<file path="config.mk">
export PLATFORM = sky130hd
export DESIGN_NAME = seven_segment_scanner
export DESIGN_NICKNAME = d
export VERILOG_FILES = /design/src/rtl/seven_segment_scanner.sv
export SDC_FILE = /design/constraint.sdc
export NUM_CORES = 1
export LEC_CHECK = 0
export BUFFER_PORTS_ARGS = -buffer_cell sky130_fd_sc_hd__buf_2
export CAP_MARGIN = 10
export CORE_MARGIN = 2
export CORE_UTILIZATION = 40
export CTS_CLUSTER_DIAMETER = 60
export CTS_CLUSTER_SIZE = 40
export DETAILED_ROUTE_END_ITERATION = 8
export GPL_TIMING_DRIVEN = 0
export SYNTH_ARGS = -nofsm -noshare
export SYNTH_HDL_FRONTEND = slang
export SYNTH_SLANG_ARGS = --single-unit
</file>
<file path="constraint.sdc">
create_clock -name Clock -period 4.5 [get_ports Clock]
set_input_delay 0 -clock Clock [delete_from_list [all_inputs] [get_ports Clock]]
set_output_delay 0 -clock Clock [all_outputs]
set_load 0.005 [all_outputs]
</file>
<file path="src/rtl/seven_segment_scanner.sv">
// Time-multiplexed common-anode 7-segment driver: shadowed hex/dp/blank inputs,
// programmable slot length with a leading anti-ghost gap, optional leading-zero blanking.
module seven_segment_scanner #(
    parameter int NUM_DIGITS   = 4,
    parameter int REFRESH_DIV  = 100000,
    parameter int BLANK_CYCLES = 1000,
    parameter int LZ_SUPPRESS  = 0
) (
    input  logic                                                Clock,
    input  logic                                                Reset,
    input  logic [4*NUM_DIGITS-1:0]                             DataIn,
    input  logic [NUM_DIGITS-1:0]                               DpIn,
    input  logic [NUM_DIGITS-1:0]                               BlankIn,
    input  logic                                                Load,
    output logic [7:0]                                          Segments,
    output logic [NUM_DIGITS-1:0]                               Anodes,
    output logic [(NUM_DIGITS > 1 ? $clog2(NUM_DIGITS) : 1)-1:0] DigitIndex
);

    localparam int IDX_W = (NUM_DIGITS > 1) ? $clog2(NUM_DIGITS) : 1;
    localparam int CNT_W = $clog2(REFRESH_DIV);

    localparam logic [CNT_W-1:0] CNT_LAST  = CNT_W'(REFRESH_DIV - 1);
    localparam logic [CNT_W-1:0] BLANK_LIM = CNT_W'(BLANK_CYCLES);
    localparam logic [IDX_W-1:0] IDX_LAST  = IDX_W'(NUM_DIGITS - 1);

    logic [CNT_W-1:0]        cnt_reg, cnt_next;
    logic [IDX_W-1:0]        idx_reg, idx_next;
    logic [4*NUM_DIGITS-1:0] data_reg;
    logic [NUM_DIGITS-1:0]   dp_reg;
    logic [NUM_DIGITS-1:0]   blank_reg;
    logic [7:0]              seg_reg, seg_next;
    logic [NUM_DIGITS-1:0]   an_reg, an_next;
    logic [IDX_W-1:0]        digit_idx_reg;

    logic [3:0]              nibble [NUM_DIGITS];
    logic [NUM_DIGITS-1:0]   dark;

    // A digit is dark when forced blank, or when it and every digit above it
    // hold zero (digit 0 always stays visible so the display never goes empty).
    generate
        for (genvar gi = 0; gi < NUM_DIGITS; gi++) begin : g_digit
            assign nibble[gi] = data_reg[4*gi +: 4];
            if (LZ_SUPPRESS != 0 && gi != 0) begin : g_lz
                logic zero_above;
                assign zero_above = (data_reg[4*NUM_DIGITS-1:4*gi] == '0);
                assign dark[gi]   = blank_reg[gi] | zero_above;
            end else begin : g_no_lz
                assign dark[gi] = blank_reg[gi];
            end
        end
    endgenerate

    function automatic logic [6:0] decode_hex(input logic [3:0] n);
        logic [6:0] s;
        case (n)
            4'h0: s = 7'b0000001;
            4'h1: s = 7'b1001111;
            4'h2: s = 7'b0010010;
            4'h3: s = 7'b0000110;
            4'h4: s = 7'b1001100;
            4'h5: s = 7'b0100100;
            4'h6: s = 7'b0100000;
            4'h7: s = 7'b0001111;
            4'h8: s = 7'b0000000;
            4'h9: s = 7'b0000100;
            4'hA: s = 7'b0001000;
            4'hB: s = 7'b1100000;
            4'hC: s = 7'b0110001;
            4'hD: s = 7'b1000010;
            4'hE: s = 7'b0110000;
            default: s = 7'b0111000;
        endcase
        return s;
    endfunction

    always_comb begin
        cnt_next = (cnt_reg == CNT_LAST) ? '0 : cnt_reg + CNT_W'(1);
        idx_next = idx_reg;
        if (cnt_reg == CNT_LAST) begin
            idx_next = (idx_reg == IDX_LAST) ? '0 : idx_reg + IDX_W'(1);
        end
    end

    // Outputs are built from pre-edge state, so a Load on this edge shows next cycle.
    always_comb begin
        an_next  = '1;
        seg_next = 8'hFF;
        if (cnt_reg >= BLANK_LIM && !dark[idx_reg]) begin
            an_next[idx_reg] = 1'b0;
            seg_next         = {decode_hex(nibble[idx_reg]), ~dp_reg[idx_reg]};
        end
    end

    always_ff @(posedge Clock) begin
        if (Reset) begin
            cnt_reg       <= '0;
            idx_reg       <= '0;
            data_reg      <= '0;
            dp_reg        <= '0;
            blank_reg     <= '0;
            seg_reg       <= 8'hFF;
            an_reg        <= '1;
            digit_idx_reg <= '0;
        end else begin
            cnt_reg       <= cnt_next;
            idx_reg       <= idx_next;
            seg_reg       <= seg_next;
            an_reg        <= an_next;
            digit_idx_reg <= idx_reg;
            if (Load) begin
                data_reg  <= DataIn;
                dp_reg    <= DpIn;
                blank_reg <= BlankIn;
            end
        end
    end

    assign Segments   = seg_reg;
    assign Anodes     = an_reg;
    assign DigitIndex = digit_idx_reg;

endmodule

</file>
; ---- Yosys cells after proc, flatten, opt, wreduce, memory -nomap -nowiden
; Memory sizes are Yosys's and may differ from the RTL's. A register that Yosys moved wholly into a read port is not among the register bits.
; Cells that the tools add are included.
[totals]
romBits = 112
mem_count = 1
input_bits = 27
output_inout_bits = 14
elab_cells = 36
reg_bits = 57
[mem_list]
columns = name, depth, width, rd, rd_ports_with_merged_regs, wr, line_no
row1 = (name not given), 16, 7, 1, 1, 0, 56  ; case (n)
[classes]
n_mux = 10
n_reduce_logical = 5
addsub = 2
n_eq_ne = 2
n_lt_le_gt_ge = 4
bitwise = 4
[op_table]
columns = cell, n
row1 = $add 17x1->17 const B, 1
row2 = $eq 17x17->1 const B, 1
row3 = $ge 17x10->1 const B, 1
row4 = $bmux 4 s2, 1
row5 = $mux 4, 2
row6 = $bmux 1 s2, 2
row7 = $not 4->4, 1
row8 = $reduce_or 2->1, 2
row9 = $ge 3x3->1 const B, 1
row10 = $lt 2x3->1 const B, 1
row11 = $mux 1, 3
row12 = $not 2->3, 1
row13 = $add 2x1->2 const B, 1
row14 = $demux 1 s2, 1
row15 = $eq 2x2->1 const B, 1
row16 = $ge 2x1->1 const B, 1
row17 = $logic_and 1x1->1, 2
row18 = $mux 2, 1
row19 = $not 1->1, 2
row20 = $logic_not 1->1, 1

; ---- Longest topological paths before layout
[depth]
depth_word = 6
ltp_mapped = 8
depth_no_buf = 7

; ---- Worst setup path after synthesis
; OpenSTA, ideal clock, no wires.
[synth_timing]
path_type = register to register
start = reg idx_reg[0]
end = reg seg_reg[7] (netlist: Segments[7])
period_less_slack_ns = 1.974
arrival_time_ns = 1.887
setup_time_ns = 0.087
setup_slack_ns = 2.526
n_path_buf = 1
required_time_ns = 4.413
path_stages_with_launch = 8
cell_sequence = dfxtp_1 buf_6 mux4_2 inv_1 ha_1 nor2_1 a32o_1 o31ai_1
[synth_between]
elab_chain_cells = 6
word_cells_on_any_way = 10
cone_classes = mux (5) / bitwise (2) / reduce/logical (3)
[synth_lines]
columns = item, line_no
row1 = from (decl), 28  ; logic [IDX_W-1:0] idx_reg, idx_next;
row2 = from (signal assigned), 107  ; idx_reg <= idx_next;
row3 = $bmux 1 s2, 89  ; if (cnt_reg >= BLANK_LIM && !dark[idx_reg]) begin
row4 = $mux 1 (not written as such), 89
row5 = $logic_not 1->1, 89
row6 = $logic_and 1x1->1, 89
row7 = $not 1->1 (no line), n/a
row8 = $reduce_or 2->1 (no line), n/a
row9 = to (decl), 32  ; logic [7:0] seg_reg, seg_next;
; Several ways; a longest one is shown, not always the timed one. The select of a mux whose other input is x is not followed.
; A chain may end at the register's enable or synchronous reset.

; ---- Worst setup path in the final report
; Ends and elaborated chain as after synthesis.

==> results.json <==
{
  "status": "completed",
  "vias": 2121,
  "power_frac_comb_pct": 8.3,
  "holdBufCountCts": 25,
  "rrSetupSlack_ns": 2.29,
  "grt_usage_pct": 16.3,
  "synth.area.top_cells": "dfxtp_1 (42%), mux2i_1 (13%), nor2_1 (5.7%)",
  "critPathSlowestCell": "mux4_2",
  "grt_pass1_wl_um": 9320,
  "rr_worst_depth": 7,
  "cp_data_required_time_ns": 4.75,
  "placed_area_um2": 3020,
  "synthXorXnorAreaFrac_pct": 3.86,
  "fin_crit_sh_pct": 49.2,
  "report.final.hold_viol_count": 0,
  "hold_path_class": "in2reg",
  "relSlewSlack_pct": 64.5,
  "cts_tree": "built",
  "synth_top_family_by_area": "multiplexers",
  "start_util_pct": 40.7,
  "cts.sinks": 57,
  "syn-cell-area_um2": 2720,
  "globalplace.congestion": 0.800,
  "synth_cell_type_count": 45,
  "drive_above_1_share_pct": 25.0,
  "synthMuxAreaShare_pct": 20.4,
  "largest_register_ff_count": 17,
  "rr_startpoint": "idx_reg[0]$_SDFFE_PP0N_",
  "dp_hpwl_um": 3860,
  "synth.avg_cell_area_um2": 10.3,
  "clockRootBuffer": "clkbuf_8",
  "die_y_um": 86.5,
  "reg2reg_to": "Segments[7]$_SDFF_PP1_",
  "synthArstFlopShare_pct": 0,
  "post_drt_wl_per_cell_um": 13.6,
  "yosysMostFrequentCell": "dfxtp_1",
  "endpoint": "Segments[7]$_SDFF_PP1_",
  "synthAdderAreaFrac_pct": 5.51,
  "drtAntennaViolNets": 0,
  "ys.flop_type": "dfxtp_1",
  "final-setup-viol-count": 0,
  "first_pass_iters": 4,
  "slew_violations": 0,
  "path_max_fanout": 7,
  "crit_arrival_ns": 2.46,
  "synth-seq-cells": 57,
  "clock_power_share_pct": 48.7,
  "area_growth_pct": 29.3,
  "pre_cts_ws_ns": 2.30,
  "pwr-share-seq_pct": 43.0,
  "postCtsSetupBuffers": 0,
  "switchingPower_w": 0.000274,
  "period_needed_ns": 2.21,
  "initialDrtViolationCount": 95,
  "ctsResizeCount": 0,
  "cap_violations": 0,
  "fin_nets": 378,
  "yosys.area_share.simple_pct": 16.6,
  "yosysTopAreaCellShare_pct": 41.9,
  "p_sw_share_pct": 22.2,
  "crit_start": "idx_reg[0]$_SDFFE_PP0N_",
  "seq_area_frac_synth_pct": 41.9,
  "synthesis.nets": 303,
  "clock.fmax_ghz": 0.452,
  "clk_path_buf_depth": 2,
  "path_class": "reg2reg",
  "route.detailed.drc": 0,
  "setup_tns_ns": 0,
  "core_area_um2": 6680,
  "crit_chain": "buf_6, mux4_2, inv_1, ha_1, nor2_1, a32o_1, o31ai_1",
  "grt_overflow_total": 0,
  "synth-edff-count": 0,
  "grt_max_degree": 12,
  "fin_skew_ns": 0.00763,
  "ys_top_cells_by_count": "dfxtp_1 (57), nor2_1 (41), mux2i_1 (34), nand2_1 (15), ha_1 (12)",
  "layout_setup_ws_ns": 2.29,
  "clk_latency_ns": 0.34,
  "die_x_um": 86.5,
  "worst_slew_pin_slew_ns": 0.533,
  "htree_levels": 3,
  "p_int_w": 0.000959,
  "row_count": 30,
  "p_per_area_nw_per_um2": 350,
  "via_per_inst": 5.00,
  "wl_um": 5780,
  "portBuffers": 39,
  "synth_cells": 264,
  "design_area_um2": 3520,
  "slowest_delay_ns": 0.60,
  "grt_pass1_vias": 1926,
  "antenna_found_initial": 0,
  "io_pins": 41,
  "antenna_cells": 0,
  "critPathCaptureType": "flip-flop",
  "synth_compound_area_share_pct": 7.17,
  "peakVddDrop_mv": 0.195,
  "rsz0062_at_grt": "no",
  "critPathLaunchType": "flip-flop",
  "synth_warnings": 0,
  "path_clk_slew_ns": 0.07,
  "synth_area_leader_cell": "dfxtp_1",
  "die_area_um2": 7480,
  "cts_buffers": 9,
  "cellLeakagePower_nw": 1.44
}
==> power groups by stage <==
stage | combinational [W] | clock, W | sequential, W
2_1_floorplan | 0.0000608 | 0 | 0.000538
3_3_place_gp | 0.0000834 | 0 | 0.000540
3_5_place_dp | 0.0000845 | 0 | 0.000541
4_1_cts | 0.000102 | 0.000614 | 0.000529
5_1_grt | 0.000112 | 0.000628 | 0.000531
6_report | 0.000102 | 0.000601 | 0.000529
==> metal layers <==
layer | GRT usage (%) | vias to the layer above | part of all wire [%]
met5 | 0 | - | 0
met4 | 7.67 | 0 | 2.2
met3 | 4.10 | 12 | 3.1
met2 | 24.1 | 39 | 44
met1 | 22.3 | 990 | 51
li1 | - | 1080 | -
==> cell families after synthesis <==
| kind of cell | count (synthesis) |
|---|---|
| AOI/OAI and AO/OA | 24 |
| xor gates and xnor gates | 12 |
| adders and majority gates | 12 |
| buffers and inverters | 23 |
| DFF | 57 |
| muxes | 46 |
| and+or+nand+nor | 90 |
==> metrics by stage <==
stage,power [W],std cells,util [%],hold slack (ns)
2_1_floorplan,0.000599,264,-,0.120
3_3_place_gp,0.000624,383,45.2,0.235
3_5_place_dp,0.000625,383,45.2,0.242
4_1_cts,0.00125,424,52.7,0.0988
5_1_grt,0.00127,424,52.7,0.138
6_report,0.00123,424,52.7,0.124
==> how the worst min path moves through the flow <==
stage | from | to | slack (ns) | cells after the start
after floorplan | Reset | Segments[2]$_SDFF_PP1_ | 0.12 | 2
after global placement | BlankIn[1] | blank_reg[1]$_SDFFE_PP0P_ | 0.24 | 3
after detailed placement | BlankIn[2] | blank_reg[2]$_SDFFE_PP0P_ | 0.24 | 3
after CTS | Load | data_reg[10]$_SDFFE_PP0P_ | 0.1 | 3
after global routing | Load | data_reg[12]$_SDFFE_PP0P_ | 0.14 | 3
final | Load | data_reg[10]$_SDFFE_PP0P_ | 0.12 | 3
==> final cells by class <==
cell class	instances	area, µm²
buffer	14	91.3
clock buffer	10	138
clock inverter	6	115
fill	597	3160
inverter	9	33.8
multi-input combinational	184	1460
sequential	57	1140
tap	80	100
timing repair buffer	64	445
==> worst max-delay path, delay by kind of cell (launching register included) <==
kind | cells | cell delay (ns)
buffers and inverters | 2 | 0.31
flip-flops | 1 | 0.38
AND/OR/NAND/NOR | 1 | 0.07
multiplexers | 1 | 0.60
AO/OA/AOI/OAI | 2 | 0.49
adder cells (fa/ha/maj) | 1 | 0.28
==> cells in the final DEF, fill, tap and decap left out, types with 2 or more instances in the layout <==
cell type,netlist,routed
xor2_1,10,10
mux2i_1,34,34
buf_2,4,43
mux2i_4,2,2
clkinv_4,0,2
o211ai_1,2,2
inv_1,8,8
a21oi_1,4,4
nor2_1,41,41
o31ai_1,3,3
xnor2_1,2,2
ha_1,12,12
or3_1,2,2
clkbuf_8,0,10
bufinv_16,0,3
o21ai_0,3,3
mux4_2,5,5
nand2_1,15,15
or4_1,2,2
buf_6,4,4
nand3_1,7,7
dfxtp_1,57,57
clkbuf_1,5,5
dlygate4sd3_1,0,25
nor3_1,6,6
o21a_1,3,3
and4_1,4,4
mux2_2,4,4
nand4_1,5,5
Note: power is estimated with default switching activity, not from simulation.
